===== config.mk =====
export PLATFORM = sky130hd
export DESIGN_NAME = key_event_decoder
export DESIGN_NICKNAME = d
export VERILOG_FILES = /design/src/rtl/key_event_decoder.sv
export SDC_FILE = /design/constraint.sdc
export NUM_CORES = 1
export LEC_CHECK = 0
export BUFFER_PORTS_ARGS = -buffer_cell sky130_fd_sc_hd__buf_2
export CORE_MARGIN = 8
export CORE_UTILIZATION = 50
export CTS_BUF_LIST = sky130_fd_sc_hd__clkbuf_4
export DETAILED_ROUTE_END_ITERATION = 12
export HOLD_SLACK_MARGIN = 0.03
export PLACE_DENSITY = 0.79
export SLEW_MARGIN = 20
export SYNTH_ARGS = -nofsm -noshare
export SYNTH_HDL_FRONTEND = slang
export SYNTH_SLANG_ARGS = --single-unit

===== constraint.sdc =====
create_clock -name clk -period 3.3 [get_ports clk]
set_clock_uncertainty 0.05 [all_clocks]
set_input_delay 0 -clock clk [delete_from_list [all_inputs] [get_ports clk]]
set_output_delay 0 -clock clk [all_outputs]
set_load 0.02 [all_outputs]

===== src/rtl/key_event_decoder.sv =====
// Classifies debounced key edges into short/long/double-click/repeat pulses.
// Optional auto-repeat in HOLD is enabled by defining KEY_REPEAT_EN.
module key_event_decoder #(
  parameter int unsigned CNT_W        = 26,
  parameter int unsigned LONG_TICKS   = 50_000_000,
  parameter int unsigned DBL_TICKS    = 15_000_000,
  parameter int unsigned REPEAT_TICKS = 10_000_000
) (
  input  logic clk,
  input  logic rst,
  input  logic key_flag,
  input  logic key_state,
  output logic short_press,
  output logic long_press,
  output logic double_click,
  output logic key_repeat,
  output logic busy
);

  typedef enum logic [2:0] {
    IDLE,
    PRESS1,
    WAIT2,
    PRESS2,
    HOLD
  } state_t;

  localparam logic [CNT_W-1:0] LONG_MAX = CNT_W'(LONG_TICKS - 1);
  localparam logic [CNT_W-1:0] DBL_MAX  = CNT_W'(DBL_TICKS - 1);

  if ((64'(LONG_TICKS) > (64'(1) << CNT_W)) ||
      (64'(DBL_TICKS) > (64'(1) << CNT_W)) ||
      (64'(REPEAT_TICKS) > (64'(1) << CNT_W))) begin : g_cnt_w_check
    $error("CNT_W too narrow for tick parameters");
  end

  state_t           state, state_nxt;
  logic [CNT_W-1:0] cnt, cnt_nxt;
  logic             press, rel;
  logic             sp_nxt, lp_nxt, dc_nxt;

  assign press = key_flag & ~key_state;
  assign rel   = key_flag & key_state;

`ifdef KEY_REPEAT_EN
  localparam logic [CNT_W-1:0] REP_MAX = CNT_W'(REPEAT_TICKS - 1);
  logic rp_nxt;
`endif

  // Key events are tested before timeouts so a coincident flag wins.
  always_comb begin
    state_nxt = state;
    sp_nxt    = 1'b0;
    lp_nxt    = 1'b0;
    dc_nxt    = 1'b0;
`ifdef KEY_REPEAT_EN
    rp_nxt    = 1'b0;
`endif
    unique case (state)
      IDLE: begin
        if (press) state_nxt = PRESS1;
      end
      PRESS1: begin
        if (rel) begin
          state_nxt = WAIT2;
        end else if (cnt == LONG_MAX) begin
          lp_nxt    = 1'b1;
          state_nxt = HOLD;
        end
      end
      WAIT2: begin
        if (press) begin
          state_nxt = PRESS2;
        end else if (cnt == DBL_MAX) begin
          sp_nxt    = 1'b1;
          state_nxt = IDLE;
        end
      end
      PRESS2: begin
        if (rel) begin
          dc_nxt    = 1'b1;
          state_nxt = IDLE;
        end else if (cnt == LONG_MAX) begin
          lp_nxt    = 1'b1;
          state_nxt = HOLD;
        end
      end
      HOLD: begin
        if (rel) begin
          state_nxt = IDLE;
        end
`ifdef KEY_REPEAT_EN
        else if (cnt == REP_MAX) begin
          rp_nxt = 1'b1;
        end
`endif
      end
      default: state_nxt = IDLE;
    endcase
  end

  always_comb begin
    cnt_nxt = cnt + 1'b1;
    if (state_nxt != state) begin
      cnt_nxt = '0;
    end else if (state == HOLD) begin
`ifdef KEY_REPEAT_EN
      if (rp_nxt) cnt_nxt = '0;
`else
      if (&cnt) cnt_nxt = cnt;
`endif
    end
  end

  always_ff @(posedge clk or posedge rst) begin
    if (rst) begin
      state        <= IDLE;
      cnt          <= '0;
      short_press  <= 1'b0;
      long_press   <= 1'b0;
      double_click <= 1'b0;
      busy         <= 1'b0;
`ifdef KEY_REPEAT_EN
      key_repeat   <= 1'b0;
`endif
    end else begin
      state        <= state_nxt;
      cnt          <= cnt_nxt;
      short_press  <= sp_nxt;
      long_press   <= lp_nxt;
      double_click <= dc_nxt;
      busy         <= (state_nxt != IDLE);
`ifdef KEY_REPEAT_EN
      key_repeat   <= rp_nxt;
`endif
    end
  end

`ifndef KEY_REPEAT_EN
  assign key_repeat = 1'b0;
`endif

endmodule


==> results of run 1 <==
cells in the final DEF, fill, tap and decap left out, types with 2 or more instances in the layout:
cell type      instances
and2_1                 2
inv_1                  5
clkinv_1               2
o31ai_1                4
a21oi_1                4
nand4_1                6
clkbuf_4               5
dlygate4sd3_1          4
dfrtp_1               33
or4_1                  4
nor3_1                17
nand2_1               16
nand3_1               14
nor4_2                 2
a31o_2                 2
nand4b_1               3
a211oi_1              11
buf_4                  6
a31oi_1                5
o21ai_0                7
mux2i_1                2
and3_1                 4
a311oi_1               4
or3_1                 11
buf_2                  7
nor4_1                 9
nor2_1                10
xnor2_1               11
nand4bb_1              2
worst paths after layout:
path                                endpoint  startpoint  slack (ns)  depth (start not counted)
worst max-delay path                state[2]     cnt[10]        0.63                          6
worst min-delay path                    busy         rst        0.20                          3
worst max register to register      state[2]     cnt[10]        0.63                          6
worst min register to register       cnt[15]     cnt[15]        0.55                          2
max in group asynchronous            cnt[10]         rst        2.49                          4
min in group clk                double_click    key_flag        0.51                          4
flip-flops by register name, indices dropped and copies added (netlist names):
register      count
cnt              26
state             3
busy              1
double_click      1
long_press        1
short_press       1
cell usage after synthesis (3+ instances only):
master,count
a211oi_1,11
a21oi_1,4
a311oi_1,4
a31oi_1,5
and3_1,4
buf_6,3
clkbuf_1,7
dfrtp_1,33
inv_1,6
nand2_1,16
nand3_1,14
nand4_1,6
nand4b_1,3
nor2_1,10
nor3_1,17
nor4_1,9
o21ai_0,7
o31ai_1,4
or3_1,11
or4_1,4
xnor2_1,11
worst min-delay path, stage by stage:
cell	delay (ns)
dlygate4sd3_1	0.53
buf_2	0.12
inv_2	0.43
per-stage QoR:
stage                     total power, mW  util (%)  hold WS, ns  cell area, um2  cells
after global placement              0.609      52.8        0.185            2070    267
final                               0.823      55.1        0.201            2160    279
after detailed placement            0.611      52.8       0.0690            2070    267
after CTS                           0.828      55.1        0.232            2160    279
after floorplan                     0.578         -       0.0366            2000    216
after global routing                0.872      55.1        0.273            2160    279
final cells by class:
| class | instances | area (um2) | share of cell area [%] |
|---|---|---|---|
| inverter | 6 | 22.5 | 1.04 |
| sequential | 33 | 826 | 38.3 |
| clock inverter | 3 | 12.5 | 0.580 |
| clock buffer | 5 | 37.5 | 1.74 |
| multi-input combinational | 165 | 1070 | 49.9 |
| timing repair buffer | 17 | 120 | 5.57 |
| tap | 50 | 62.6 | 2.90 |
cell families (layout without fill, tap and decap cells):
family | after synthesis | in the layout | synth area share (%)
AND/OR/NAND/NOR | 106 | 106 | 30.6
AO/OA/AOI/OAI | 43 | 43 | 16.2
flip-flops | 33 | 33 | 41.4
buffers and inverters | 18 | 31 | 4.76
XOR/XNOR | 12 | 12 | 5.27
multiplexers | 2 | 2 | 1.00
adder cells (fa/ha/maj) | 1 | 1 | 0.627
other | 1 | 1 | 0.188
per-layer routing:
metal / up-vias / track usage, %
li1: 848 / -
met1: 833 / 20.9
met2: 76 / 23.7
met3: 13 / 4.18
met4: 0 / 5.56
met5: - / 0
power breakdown:
part | switching (mW) | internal (mW) | total [mW]
clock network | 0.140 | 0.0769 | 0.217
logic | 0.0862 | 0.0537 | 0.140
registers | 0.0367 | 0.430 | 0.466
==> impl_results.md, run 1 <==
* Met2 wire length at 2040 um
* FP Rows at 23
* Layout cell share with drive strength beyond 1 at 13.1%
* Synth Register Bits at 33
* Pleak at 0.785 nW
* Crit path buf inv count at 1
* Worst rel slew slack at 57.6%
* Clock Sinks at 33
* Root Driver: clkbuf_4
* CTS tree: built
* Vert. Die Dim at 79.2 um
* Final worst setup slack at 0.626 ns
* CP Capture Type: flip-flop
* M1 wire length at 2060 um
* Commonest register cell after synthesis: dfrtp_1
* IO buf count at 7
* Post-synth top area share at 41.4%
* Die area at 6270 um2
* Area Growth Syn to Fin at 8.03%
* Dpl hpwl at 3140 um
* Wire per inst at 16.2 um
* Highest metal used: met4
* RSZ-0062 raised after global routing: no
* Pwr Density at 382 nW/um2
* Gpl congestion at 0.939
* Worst path arrival time at 2.92 ns
* Hold buffers post-CTS at 4
* Fin crit period at 2.67 ns
* # resized after CTS at 0
* Worst skew pair latency at 0.35 ns
* Crit path max-delay family: simple AND/OR/NAND/NOR gates
* Final net count at 233
* Total GRT Usage at 15.6%
* CTS buffer count at 5
* Pin count of the biggest net entering global routing at 30
* Starting DRC count in detailed routing at 132
* Outcome: completed
* Largest area contributor in the netlist: dfrtp_1
* Antenna diode count at 0
* Final Hold Vio Count at 0
* Setup violators final at 0
* Final period utilization at 81.0%
* Max VDD drop at 0.268 mV
* Max clock buf depth at 2
* Die Width at 79.2 um
* Seq/Total Area, Yosys at 41.4%
* Vias per inst at 6.34
* Ys Warns at 0
* Crit-path cells: or4_1 -> nor4_1 -> and2_1 -> a22oi_1 -> a21oi_1 -> dlygate4sd3_1
* Io pins at 9
* Via count at 1770
* Critical path launch point type: flip-flop
* Max Slew Vio Count at 0
* First-pass GRT wire length at 7910 um
* Initial Utilization at 51.0%
* Met3 WL post-DR at 320 um
* Setup WS pre-CTS at 0.797 ns
* Filler Cells Inserted at 377
* Vias in the first global route at 1674
* Tightest Pin Transition at 0.632 ns
* WS Path Type: flip-flop to flip-flop
* Mapped cell area at 2000 um2
* DRC at 0
* Setup TNS at 0 ns
* HP Class: input pin to async pin
* Grt ovf at 0
* Synth Net Count at 221
* H-tree Lvls at 2
* Crit path max-delay cell type: or4_1
* Max capacitance violation total at 0
* CORE AREA at 3910 um2
* Worst path max stage delay at 0.57 ns
* Async S/R FF share, synth at 100%
* Synth area leaders: dfrtp_1, xnor2_1, nor3_1, a211oi_1, nand3_1
* Post-synthesis cell count at 216
* Synth Area per Inst at 9.24 um2
* Crit path max fanout at 5
* CP required at 3.54 ns
* WL final at 4520 um
* Initial antenna violation count at 0
* Max Clk Rate at 374 MHz
* Post-DRT Antenna Nets at 0
* Post-synth EDFFs at 0
* TritonRoute pass-1 iters at 6
* Post-CTS setup buffers at 0
* Clk slew on worst S/H paths at 0.10 ns
* Synth cell types at 43
(Power assumes the default switching activity.)
==> run 2, diff against run 1 <==
==> constraint.sdc (replaced) <==
create_clock -name clk -period 2.66 [get_ports clk]
set_clock_uncertainty 0.05 [all_clocks]
set_input_delay 0 -clock clk [delete_from_list [all_inputs] [get_ports clk]]
set_output_delay 0 -clock clk [all_outputs]
set_load 0.02 [all_outputs]
==> run 2 against run 1 <==
Flip-flop and latch count unchanged; final cell count increased by 2.9%; die area did not move; critical path depth is the same; fmax up 7.3%; first-iteration DRC count is 9.1% higher; clock power grew 38%; utilization up 2.3 points; routed wire length rose by 4.2%; design area up 4.1%; sequential share of layout area fell by 1.5 points; hold slack improved by 0.021 ns; critical endpoint is now cnt[14].
==> impl_results.md, run 2 (same netlist as run 1, synthesis figures left out) <==
* Seq pwr share at 54.9% (was 56.7%)
* Critical path launch point type: flip-flop (unchanged)
* R2R Path Start: cnt[10] (unchanged)
* First-pass GRT wire length at 8120 um (was 7910 um)
* WL final at 4710 um (was 4520 um)
* Vias in the first global route at 1663 (was 1674)
* Pleak at 0.837 nW (was 0.785 nW)
* Logic pwr share at 16.7% (was 17.0%)
* Worst rel slew slack at 60.1% (was 57.6%)
* Pwr Density at 469 nW/um2 (was 382 nW/um2)
* Dpl cells at 275 (was 267)
* Final period utilization at 93.7% (was 81.0%)
* Dpl hpwl at 3280 um (was 3140 um)
* Outcome: completed (unchanged)
* TritonRoute pass-1 iters at 4 (was 6)
* Top Registers: cnt: 26 flops, state: 3 flops (unchanged)
* CORE AREA at 3910 um2 (unchanged)
* Max capacitance violation total at 0 (unchanged)
* Initial Utilization at 51.0% (unchanged)
* Post-CTS setup buffers at 0 (unchanged)
* Area Growth Syn to Fin at 12.5% (was 8.03%)
* Worst reg2reg setup slack at 0.17 ns (was 0.63 ns)
* Critical Path Sink: cnt[14] (was state[2])
* Wire per inst at 16.4 um (was 16.2 um)
* Most frequent cells in the layout: dfrtp_1, nor3_1, nand2_1 (unchanged)
* Clock Sinks at 33 (unchanged)
* Root Driver: clkbuf_4 (unchanged)
* FP Rows at 23 (unchanged)
* Pint at 737 uW (was 560 uW)
* Final Hold Vio Count at 0 (unchanged)
* Total GRT Usage at 16.2% (was 15.6%)
* Clock power frac at 28.4% (was 26.3%)
* Starting DRC count in detailed routing at 144 (was 132)
* Setup TNS at 0 ns (unchanged)
* H-tree Lvls at 2 (unchanged)
* Worst reg2reg path depth at 6 (unchanged)
* CTS buffer count at 5 (unchanged)
* Max reg flops at 26 (unchanged)
* CP Capture Type: flip-flop (unchanged)
* Crit path max-delay cell type: or4_1 (unchanged)
* Start point of the critical path: cnt[10] (unchanged)
* Filler Cells Inserted at 368 (was 377)
* Grt ovf at 0 (unchanged)
* Crit path max-delay family: simple AND/OR/NAND/NOR gates (unchanged)
* IO buf count at 7 (unchanged)
* Io pins at 9 (unchanged)
* Crit path max fanout at 12 (was 5)
* DRC at 0 (unchanged)
* Clk slew on worst S/H paths at 0.09 ns (was 0.10 ns)
* Die Width at 79.2 um (unchanged)
* Worst path max stage delay at 0.59 ns (was 0.57 ns)
* Fin crit period at 2.49 ns (was 2.67 ns)
* Post-DRT Antenna Nets at 0 (unchanged)
* Max Slew Vio Count at 0 (unchanged)
* RR Endpoint: cnt[14] (was state[2])
* Initial antenna violation count at 0 (unchanged)
* Layout cell share with drive strength beyond 1 at 16.9% (was 13.1%)
* Max clock buf depth at 2 (unchanged)
* Gpl congestion at 0.907 (was 0.939)
* Commonest non-fill, non-tap cell in the layout: dfrtp_1 (unchanged)
* Critical path depth in cells at 6 (unchanged)
* Final cell count without fillers at 287 (was 279)
* Pin count of the biggest net entering global routing at 34 (was 30)
* P_sw at 315 uW (was 263 uW)
* CTS tree: built (unchanged)
* Crit path buf inv count at 1 (unchanged)
* CP required at 2.84 ns (was 3.54 ns)
* Sw frac at 29.9% (was 31.9%)
* Vias per inst at 6.23 (was 6.34)
* Tightest Pin Transition at 0.593 ns (was 0.632 ns)
* Die area at 6270 um2 (unchanged)
* Crit-path cells: or4_1 -> nor4_2 -> nand4b_1 -> a211oi_4 -> buf_4 -> a211oi_1 (was or4_1 -> nor4_1 -> and2_1 -> a22oi_1 -> a21oi_1 -> dlygate4sd3_1)
* WS Path Type: flip-flop to flip-flop (unchanged)
* Worst path arrival time at 2.67 ns (was 2.92 ns)
* Max VDD drop at 0.365 mV (was 0.268 mV)
* Vert. Die Dim at 79.2 um (unchanged)
* Biggest register: cnt (unchanged)
* Worst skew pair latency at 0.34 ns (was 0.35 ns)
* Final net count at 241 (was 233)
* Max Clk Rate at 401 MHz (was 374 MHz)
* Antenna diode count at 0 (unchanged)
* HP Class: input pin to async pin (unchanged)
* RSZ-0062 raised after global routing: no (unchanged)
* Via count at 1789 (was 1770)
* Setup violators final at 0 (unchanged)
-- run 2: cell count changes in the layout (fill, tap and decap cells not counted), sizes merged --
| cell | delta |
|---|---|
| buf | +8 |
| clkbuf | +3 |
| clkinv | -3 |
-- run 2: power by group through the flow --
| stage | logic [mW] | registers (mW) | clock network [mW] |
|---|---|---|---|
| after global routing | 0.196 | 0.587 | 0.336 |
| final | 0.175 | 0.578 | 0.299 |
| after CTS | 0.176 | 0.577 | 0.309 |
| after detailed placement | 0.172 | 0.587 | 0 |
| after global placement | 0.169 | 0.586 | 0 |
| after floorplan | 0.147 | 0.570 | 0 |
-- run 2: worst reg2reg max path: stages, from the launching register on --
cell,delay (ns)
dfrtp_1,0.44
or4_1,0.60
nor4_2,0.35
nand4b_1,0.30
a211oi_4,0.33
buf_4,0.23
a211oi_1,0.07
-- run 2: through the flow --
stage	hold WS [ns]	instance area [um2]	util, %	worst slack, ns	power (mW)
finish	0.222	2240	57.4	0.167	1.05
global route	0.272	2240	57.4	0.00910	1.12
CTS	0.243	2240	57.2	0.108	1.06
detailed placement	0.0649	2140	54.6	0.227	0.758
global placement	0.0599	2140	54.6	0.272	0.756
floorplan	0.0366	2000	-	0.336	0.717
-- run 2: how the worst min path moves through the flow --
stage	start	endpoint	slack (ns)
after floorplan	key_state	state[2]	0.04
after global placement	rst	cnt[23]	0.06
after detailed placement	rst	cnt[23]	0.06
after CTS	rst	cnt[21]	0.24
after global routing	rst	cnt[21]	0.27
final	rst	cnt[21]	0.22
-- run 2: timing repair --
action	4_1_cts	5_1_grt
resized for setup	0	1
hold buffers	4	0
endpoints found under the setup margin	0	1
hold endpoints to repair	36	0
-- run 2: cell type report --
class	instances	area [um2]	share of cell area, %
Tap cell	50	62.6	2.79
Sequential cell	33	826	36.8
Clock buffer	8	60.1	2.68
Multi-Input combinational cell	165	1080	48.2
Timing Repair Buffer	25	193	8.58
Inverter	6	22.5	1.00
-- run 2: per-layer routing --
metal | GRT usage, % | vias up | wire length [um]
li1 | - | 857 | -
met1 | 22.1 | 873 | 2190
met2 | 23.8 | 49 | 2200
met3 | 4.51 | 10 | 231
met4 | 6.11 | 0 | 80
met5 | 0 | - | 0
